<file path="src/rtl/majority_pkg.sv">
// Shared types and constants for the 5-input majority vote sequencer.
package majority_pkg;

  localparam int unsigned N_VOTERS   = 5;
  localparam int unsigned MAJ_THRESH = 3;
  localparam int unsigned QUORUM     = 3;

  typedef enum logic [1:0] {
    IDLE,
    COLLECT,
    DECIDE,
    DONE
  } state_e;

endpackage

</file>
<file path="src/rtl/popcount5.sv">
// Combinational population count of a 5-bit vector (result 0..5).
module popcount5 (
  input  logic [4:0] in_i,
  output logic [2:0] count_o
);

  always_comb begin
    count_o = '0;
    for (int unsigned i = 0; i < 5; i++) begin
      count_o = count_o + {2'b00, in_i[i]};
    end
  end

endmodule

</file>
<file path="src/rtl/majority_vote_ctrl.sv">
// Voting-window sequencer: collects one vote per voter, then presents the
// majority decision with quorum/missing status over a valid/ready handshake.
module majority_vote_ctrl #(
  parameter int unsigned N_VOTERS = 5,
  parameter int unsigned TIMEOUT  = 16,
  parameter int unsigned CNT_W    = $clog2(TIMEOUT + 1)
) (
  input  logic                clk,
  input  logic                rst,
  input  logic                start,
  input  logic [N_VOTERS-1:0] vote_valid,
  input  logic [N_VOTERS-1:0] vote_val,
  output logic [N_VOTERS-1:0] vote_ack,
  output logic                busy,
  output logic                result_valid,
  input  logic                result_ready,
  output logic                result,
  output logic                quorum_ok,
  output logic [N_VOTERS-1:0] missing
);

  import majority_pkg::*;

  state_e              state_q;
  logic [N_VOTERS-1:0] got_q;
  logic [N_VOTERS-1:0] val_q;
  logic [N_VOTERS-1:0] missing_q;
  logic [CNT_W-1:0]    timer_q;
  logic                rvalid_q;
  logic                result_q;
  logic                quorum_q;

  logic [N_VOTERS-1:0] accept;
  logic [2:0]          yes_cnt;
  logic [2:0]          got_cnt;
  logic                all_in;
  logic                timed_out;

  // Ack is offered only to voters that have not yet transferred in this window.
  always_comb begin
    vote_ack = '0;
    if (state_q == COLLECT) begin
      vote_ack = ~got_q;
    end
  end

  assign accept    = vote_valid & vote_ack;
  assign all_in    = &(got_q | accept);
  assign timed_out = (timer_q == CNT_W'(TIMEOUT - 1));

  popcount5 u_pop_yes (
    .in_i    (val_q & got_q),
    .count_o (yes_cnt)
  );

  popcount5 u_pop_got (
    .in_i    (got_q),
    .count_o (got_cnt)
  );

  always_ff @(posedge clk) begin
    if (rst) begin
      state_q   <= IDLE;
      got_q     <= '0;
      val_q     <= '0;
      timer_q   <= '0;
      rvalid_q  <= 1'b0;
      result_q  <= 1'b0;
      quorum_q  <= 1'b0;
      missing_q <= '0;
    end else begin
      case (state_q)
        IDLE: begin
          if (start) begin
            state_q <= COLLECT;
            timer_q <= '0;
            got_q   <= '0;
            val_q   <= '0;
          end
        end
        COLLECT: begin
          got_q   <= got_q | accept;
          val_q   <= (val_q & ~accept) | (vote_val & accept);
          timer_q <= timer_q + CNT_W'(1);
          if (all_in || timed_out) begin
            state_q <= DECIDE;
          end
        end
        DECIDE: begin
          result_q  <= (yes_cnt >= 3'(MAJ_THRESH));
          quorum_q  <= (got_cnt >= 3'(QUORUM));
          missing_q <= ~got_q;
          rvalid_q  <= 1'b1;
          state_q   <= DONE;
        end
        DONE: begin
          if (result_ready) begin
            state_q   <= IDLE;
            rvalid_q  <= 1'b0;
            result_q  <= 1'b0;
            quorum_q  <= 1'b0;
            missing_q <= '0;
          end
        end
        default: state_q <= IDLE;
      endcase
    end
  end

  assign busy         = (state_q != IDLE);
  assign result_valid = rvalid_q;
  assign result       = result_q;
  assign quorum_ok    = quorum_q;
  assign missing      = missing_q;

endmodule
</file>
<file path="config.mk">
export PLATFORM = sky130hd
export DESIGN_NAME = majority_vote_ctrl
export DESIGN_NICKNAME = d
export VERILOG_FILES = /design/src/rtl/majority_pkg.sv /design/src/rtl/popcount5.sv /design/src/rtl/majority_vote_ctrl.sv
export SDC_FILE = /design/constraint.sdc
export NUM_CORES = 1
export LEC_CHECK = 0
export ABC_AREA = 1
export CORE_UTILIZATION = 35
export CTS_CLUSTER_SIZE = 20
export DETAILED_ROUTE_END_ITERATION = 8
export GPL_ROUTABILITY_DRIVEN = 1
export PLACE_DENSITY_LB_ADDON = 0.05
export SYNTH_ARGS = -nofsm -noshare
export SYNTH_HDL_FRONTEND = slang
export SYNTH_SLANG_ARGS = --single-unit
</file>
<file path="constraint.sdc">
create_clock -name clk -period 2.5 [get_ports clk]
set_input_delay 0.625 -clock clk [delete_from_list [all_inputs] [get_ports clk]]
set_output_delay 0.625 -clock clk [all_outputs]
set_load 0.1 [all_outputs]
</file>
Word-level counts from Yosys, hierarchy flattened

Cells that the tools add are included.

Bits in registers: 25
Latch bits: 0
Memory bits (writable): 0
Memory bits (read-only): 0
Bits of input ports: 14
Output and inout port bits: 14
Memories kept: 0

Add/subtract/negate cells: 9
Multiply operators: 0
Divide/modulo/power cells: 0
$lt $le $gt $ge: 2
Equality and inequality tests: 7
Shifts and indexed selects: 0
Multiplexer cells: 15
Bitwise gates (word level): 8
Reductions and logical operators: 9

Operators with widths:

| operator                                             | number |
|---|---|
| case mux 5 bit (2 select lines)                      | 4 |
| bitwise AND 5 bit                                    | 4 |
| adder 3 x 1 -> 3 bit                                 | 6 |
| 2-to-1 mux 5 bit                                     | 3 |
| inverter 5 bit                                       | 2 |
| OR 5 bit                                             | 2 |
| case mux 2 bit (4 select lines)                      | 1 |
| >= comparator 3 x 2 -> 1 bit (second input constant) | 2 |
| 2-to-1 mux 2 bit                                     | 3 |
| case mux 1 bit (2 select lines)                      | 3 |
| nonzero test 2 bit                                   | 3 |
| adder 5 x 1 -> 5 bit (second input constant)         | 1 |
| equality test 5 x 4 -> 1 bit (second input constant) | 1 |
| AND reduction 5 bit                                  | 1 |
| adder 1 x 1 -> 2 bit                                 | 2 |
| equality test 2 bit (second input constant)          | 2 |
| != test 2 bit (second input constant)                | 2 |
| AND reduction 2 bit                                  | 2 |
| AND reduction 3 bit                                  | 1 |
| equality test 2 x 1 -> 1 bit (second input constant) | 1 |
| zero test 2 bit                                      | 1 |
| != test 2 x 1 -> 1 bit (second input constant)       | 1 |
| logical OR 1 bit                                     | 1 |
| 2-to-1 mux 1 bit                                     | 1 |

Depth between registers and ports, before layout

Word-level depth: 8
Depth in mapped cells: 12
Depth with buffers taken out: 12

Hierarchy

A second synthesis with hierarchy kept.

Cells, all modules: 193
Area, all modules: 1391.3 um2

By module, submodules not included:

| module             | instances | cells each | area each (um2) | sequential area each (um2) |
|---|---|---|---|---|
| majority_vote_ctrl | 1         | 177        | 1248.7          | 500.5 |
| popcount5          | 2         | 8          | 71.3            | 0.0 |

Worst setup path after synthesis

No wires, ideal clock.

Path type: register -> register
From: register got_q[0]
To: register result_q (netlist: result)
Arrival time: 2.223 ns
Setup slack: 0.145 ns
Stages on the path, launching flop included: 13
Buffers on the path: 0
Path through: dfxtp_1 -> nand2_1 -> inv_1 -> ha_1 -> inv_1 -> fa_1 -> inv_1 -> ha_1 -> fa_1 -> nand2_1 -> inv_1 -> o21ai_0 -> a21oi_1

Longest elaborated chain between the ends: 7

Ends and longest elaborated chain:

| what                              | line                     | source |
|---|---|---|
| start, declared                   | majority_vote_ctrl.sv:25 | `logic [N_VOTERS-1:0] got_q;` |
| start signal, assigned            | majority_vote_ctrl.sv:82 | `got_q <= got_q \| accept;` |
| bitwise AND 5 bit                 | majority_vote_ctrl.sv:52 | `.in_i (val_q & got_q),` |
| adder 1 x 1 -> 2 bit              | popcount5.sv:10          | `count_o = count_o + {2'b00, in_i[i]};` |
| adder 3 x 1 -> 3 bit (3 in a row) | popcount5.sv:10          |  |
| >= comparator 3 x 2 -> 1 bit      | majority_vote_ctrl.sv:90 | `result_q <= (yes_cnt >= 3'(MAJ_THRESH));` |
| case mux 1 bit (2 select lines)   | majority_vote_ctrl.sv:72 | `case (state_q)` |
| end signal, assigned              | majority_vote_ctrl.sv:90 |  |
| end, declared                     | majority_vote_ctrl.sv:30 | `logic result_q;` |

No other way between the ends.
A chain may end at the register's enable or synchronous reset.

Final worst setup path

From: register got_q[1]
To: register result_q (netlist: result)

The elaborated chain is that of the path after synthesis.

==> results.sh <==
export IMPL_die_height_um=65.11
export IMPL_drive_gt1_share_pct=17.65
export IMPL_final_util_pct=48.76
export IMPL_rows=22
export IMPL_syn_to_final_growth_pct=30.97
export IMPL_cpMostUsedCell="inv_1"
export IMPL_setup_tns_final_ps=0
export IMPL_worstHoldEndpoint="missing[1]$_SDFFE_PP0P_"
export IMPL_synth_cell_types=22
export IMPL_post_cts_setup_buffer_count=0
export IMPL_hold_path_startpoint="missing[1]$_SDFFE_PP0P_"
export IMPL_clockBufferDepth=2
export IMPL_place_area_um2=1772
export IMPL_p_leak_nw=0.8171
export IMPL_skew_ps=6.985
export IMPL_avgSynthCellArea_um2=7.375
export IMPL_grt_pass1_vias=1290
export IMPL_synth_area_mux_share_pct=0
export IMPL_hold_viol=0
export IMPL_ant_nets=0
export IMPL_track_usage_pct=16.97
export IMPL_die_area_um2=4239
export IMPL_finalCritPeriodShare_pct=95.13
export IMPL_synthAdderAreaFrac_pct=14.72
export IMPL_vias=1255
export IMPL_synthTopCellsByArea="dfxtp_1, ha_1, nand2_1"
export IMPL_syn_nets=217
export IMPL_critPathRequiredTime_ps=2710
export IMPL_drc=0
export IMPL_final_cell_area_um2=1826
export IMPL_drt_iter0_drc=38
export IMPL_synth_warnings=0
export IMPL_ir_worst_vdd_uv=795.8
export IMPL_clockRootBuffer="clkbuf_8"
export IMPL_critPathKind="reg2reg"
export IMPL_synth_commonest_cells="nand2_1, inv_1, nor2_1, dfxtp_1, a21oi_1"
export IMPL_core_region_area_um2=3744
export IMPL_grt_overflow=0
export IMPL_r2r_end="result$_SDFFE_PP0P_"
export IMPL_port_buffers=27
export IMPL_cp_end_kind="flop"
export IMPL_ys_async_sr_fraction_pct=0
export IMPL_postLayoutSetupSlackWorst_ps=121.6
export IMPL_rsz0062_at_grt="no"
export IMPL_final_nets=250
export IMPL_cts_buffers_inserted=3
export IMPL_cap_violations=0
export IMPL_h_tree_depth=1
export IMPL_cts_tree="built"
export IMPL_maxSlewViolCount=0
export IMPL_reg2reg_from="got_q[1]$_SDFFE_PP0P_"
export IMPL_synth_top_family_by_area="simple AND/OR/NAND/NOR gates"
export IMPL_wire_per_inst_um=11.81
export IMPL_synthXorXnorAreaFrac_pct=0
export IMPL_crit_chain="nand2_1, inv_1, ha_1, inv_1, fa_1, inv_1, ha_1, fa_1, nand2_1, inv_1, o21ai_1, a21oi_1"
export IMPL_seq_area_frac_synth_pct=35.91
export IMPL_synth_seq_cells=25
export IMPL_power_w=0.002522
export IMPL_post_route_min_period_ps=2378
export IMPL_crit_path_max_incr_delay_ps=520
export IMPL_hold_path_class="reg2reg"
export IMPL_synth_compound_area_share_pct=10.68
export IMPL_critPathArrivalTime_ps=2590
export IMPL_r2r_setup_slack_ps=120
export IMPL_slowest_stage="fa_1"
export IMPL_yosys_area_share_simple_pct=28.19
export IMPL_dp_slack_ps=112.9
export IMPL_io_pins=28
export IMPL_synth_edff_count=0
export IMPL_antenna_found_initial=0
export IMPL_yosys_cell_count_top_type="nand2_1"
export IMPL_syn_area_um2=1394
export IMPL_crit_cells=12
export IMPL_fmax_mhz=420.5
export IMPL_clk_pin_slew_ps=100
export IMPL_final_setup_viol_count=0
export IMPL_r2r_cells=12
export IMPL_critPathMaxFanout=4
export IMPL_diodes=0
export IMPL_worstSkewPairLatency_ps=270
export IMPL_initial_utilization_pct=37.23
export IMPL_vias_per_cell=4.665
export IMPL_dpl_hpwl_mm=2.472
export IMPL_routed_wl_mm=3.177
export IMPL_worst_path_buf_inv=4
export IMPL_synth_top_cell_by_area="dfxtp_1"
export IMPL_worst_pin_slew_ps=739.3
export IMPL_dominantRegCellSynth="dfxtp_1"
export IMPL_p_per_area_nw_per_um2=1382
export IMPL_first_pass_iters=4
export IMPL_netlist_instances=189
export IMPL_status="finished clean"
export IMPL_cp_start_kind="flop"
export IMPL_grt_max_degree=16
export IMPL_holdPathStages=2
export IMPL_grt_pass1_wl_mm=5.554
export IMPL_gp_congestion=0.7911
export IMPL_slew_headroom_pct=50.38
export IMPL_cts_sinks=25
export IMPL_synth_top_area_share_pct=35.91
export IMPL_path_delay_family="adder cells"
export IMPL_die_w_um=65.11
where the power goes:
group | switching (W) | internal, W
Combinational | 0.00120 | 0.000497
Clock | 0.000137 | 0.000113
Sequential | 0.0000808 | 0.000495
Total | 0.00142 | 0.00110
routing by layer:
metal / vias up / global-route usage (%) / part of all wire, %
li1: 657 / - / -
met1: 577 / 21.78 / 47
met2: 17 / 30.08 / 50
met3: 4 / 1.563 / 2.6
met4: 0 / 4.891 / 0.91
met5: - / 0 / 0
worst max-delay path by stage:
stage / startpoint / to
final: got_q[1]$_SDFFE_PP0P_ / result$_SDFFE_PP0P_
after detailed placement: got_q[0]$_SDFFE_PP0P_ / result$_SDFFE_PP0P_
after global placement: got_q[0]$_SDFFE_PP0P_ / result$_SDFFE_PP0P_
after CTS: got_q[1]$_SDFFE_PP0P_ / result$_SDFFE_PP0P_
after global routing: got_q[1]$_SDFFE_PP0P_ / result$_SDFFE_PP0P_
after floorplan: got_q[0]$_SDFFE_PP0P_ / result$_SDFFE_PP0P_
stage by stage:
stage | hold WS (ps) | std cells
finish | 466.1 | 269
global route | 487.8 | 269
CTS | 470.0 | 269
detailed placement | 454.4 | 265
global placement | 451.7 | 265
floorplan | 447.5 | 189
flip-flops by register name, indices dropped and copies added, names as in the netlist:
register      flops
state_q           2
val_q             5
missing           5
result            1
result_valid      1
got_q             5
quorum_ok         1
timer_q           5
cells by family (layout without fill, tap and decap cells):
kind of cell	Yosys count	after routing
simple gates	86	86
fa+ha+maj	14	14
compound gates	28	28
buf+inv	36	68
flops	25	25
cell usage in the layout, fill, tap and decap left out, types with 6 or more instances in the layout:
cell type	instances
ha_1	10
a21oi_1	19
nand2_1	32
nor2_1	30
nor3_1	8
clkdlybuf4s50_1	13
buf_4	12
inv_1	31
buf_12	6
dfxtp_1	23
area by class of cell:
class / instances / area (µm²)
clock buffer: 3 / 41.29
clock inverter: 1 / 7.507
fill: 401 / 1918
inverter: 33 / 123.9
multi-input combinational: 128 / 747.0
sequential: 25 / 505.5
tap: 48 / 60.06
timing repair buffer: 31 / 340.3
what timing repair did:
item	in CTS	in global routing
gates resized for setup	0	4
hold buffers	0	0
setup endpoints to repair	0	1
tightest hold or removal path: stages, from the launching register on:
cell,delay [ps]
dfxtp_1,320
nand2_1,60
a21oi_1,50
Note: power is estimated with default switching activity, not from simulation.
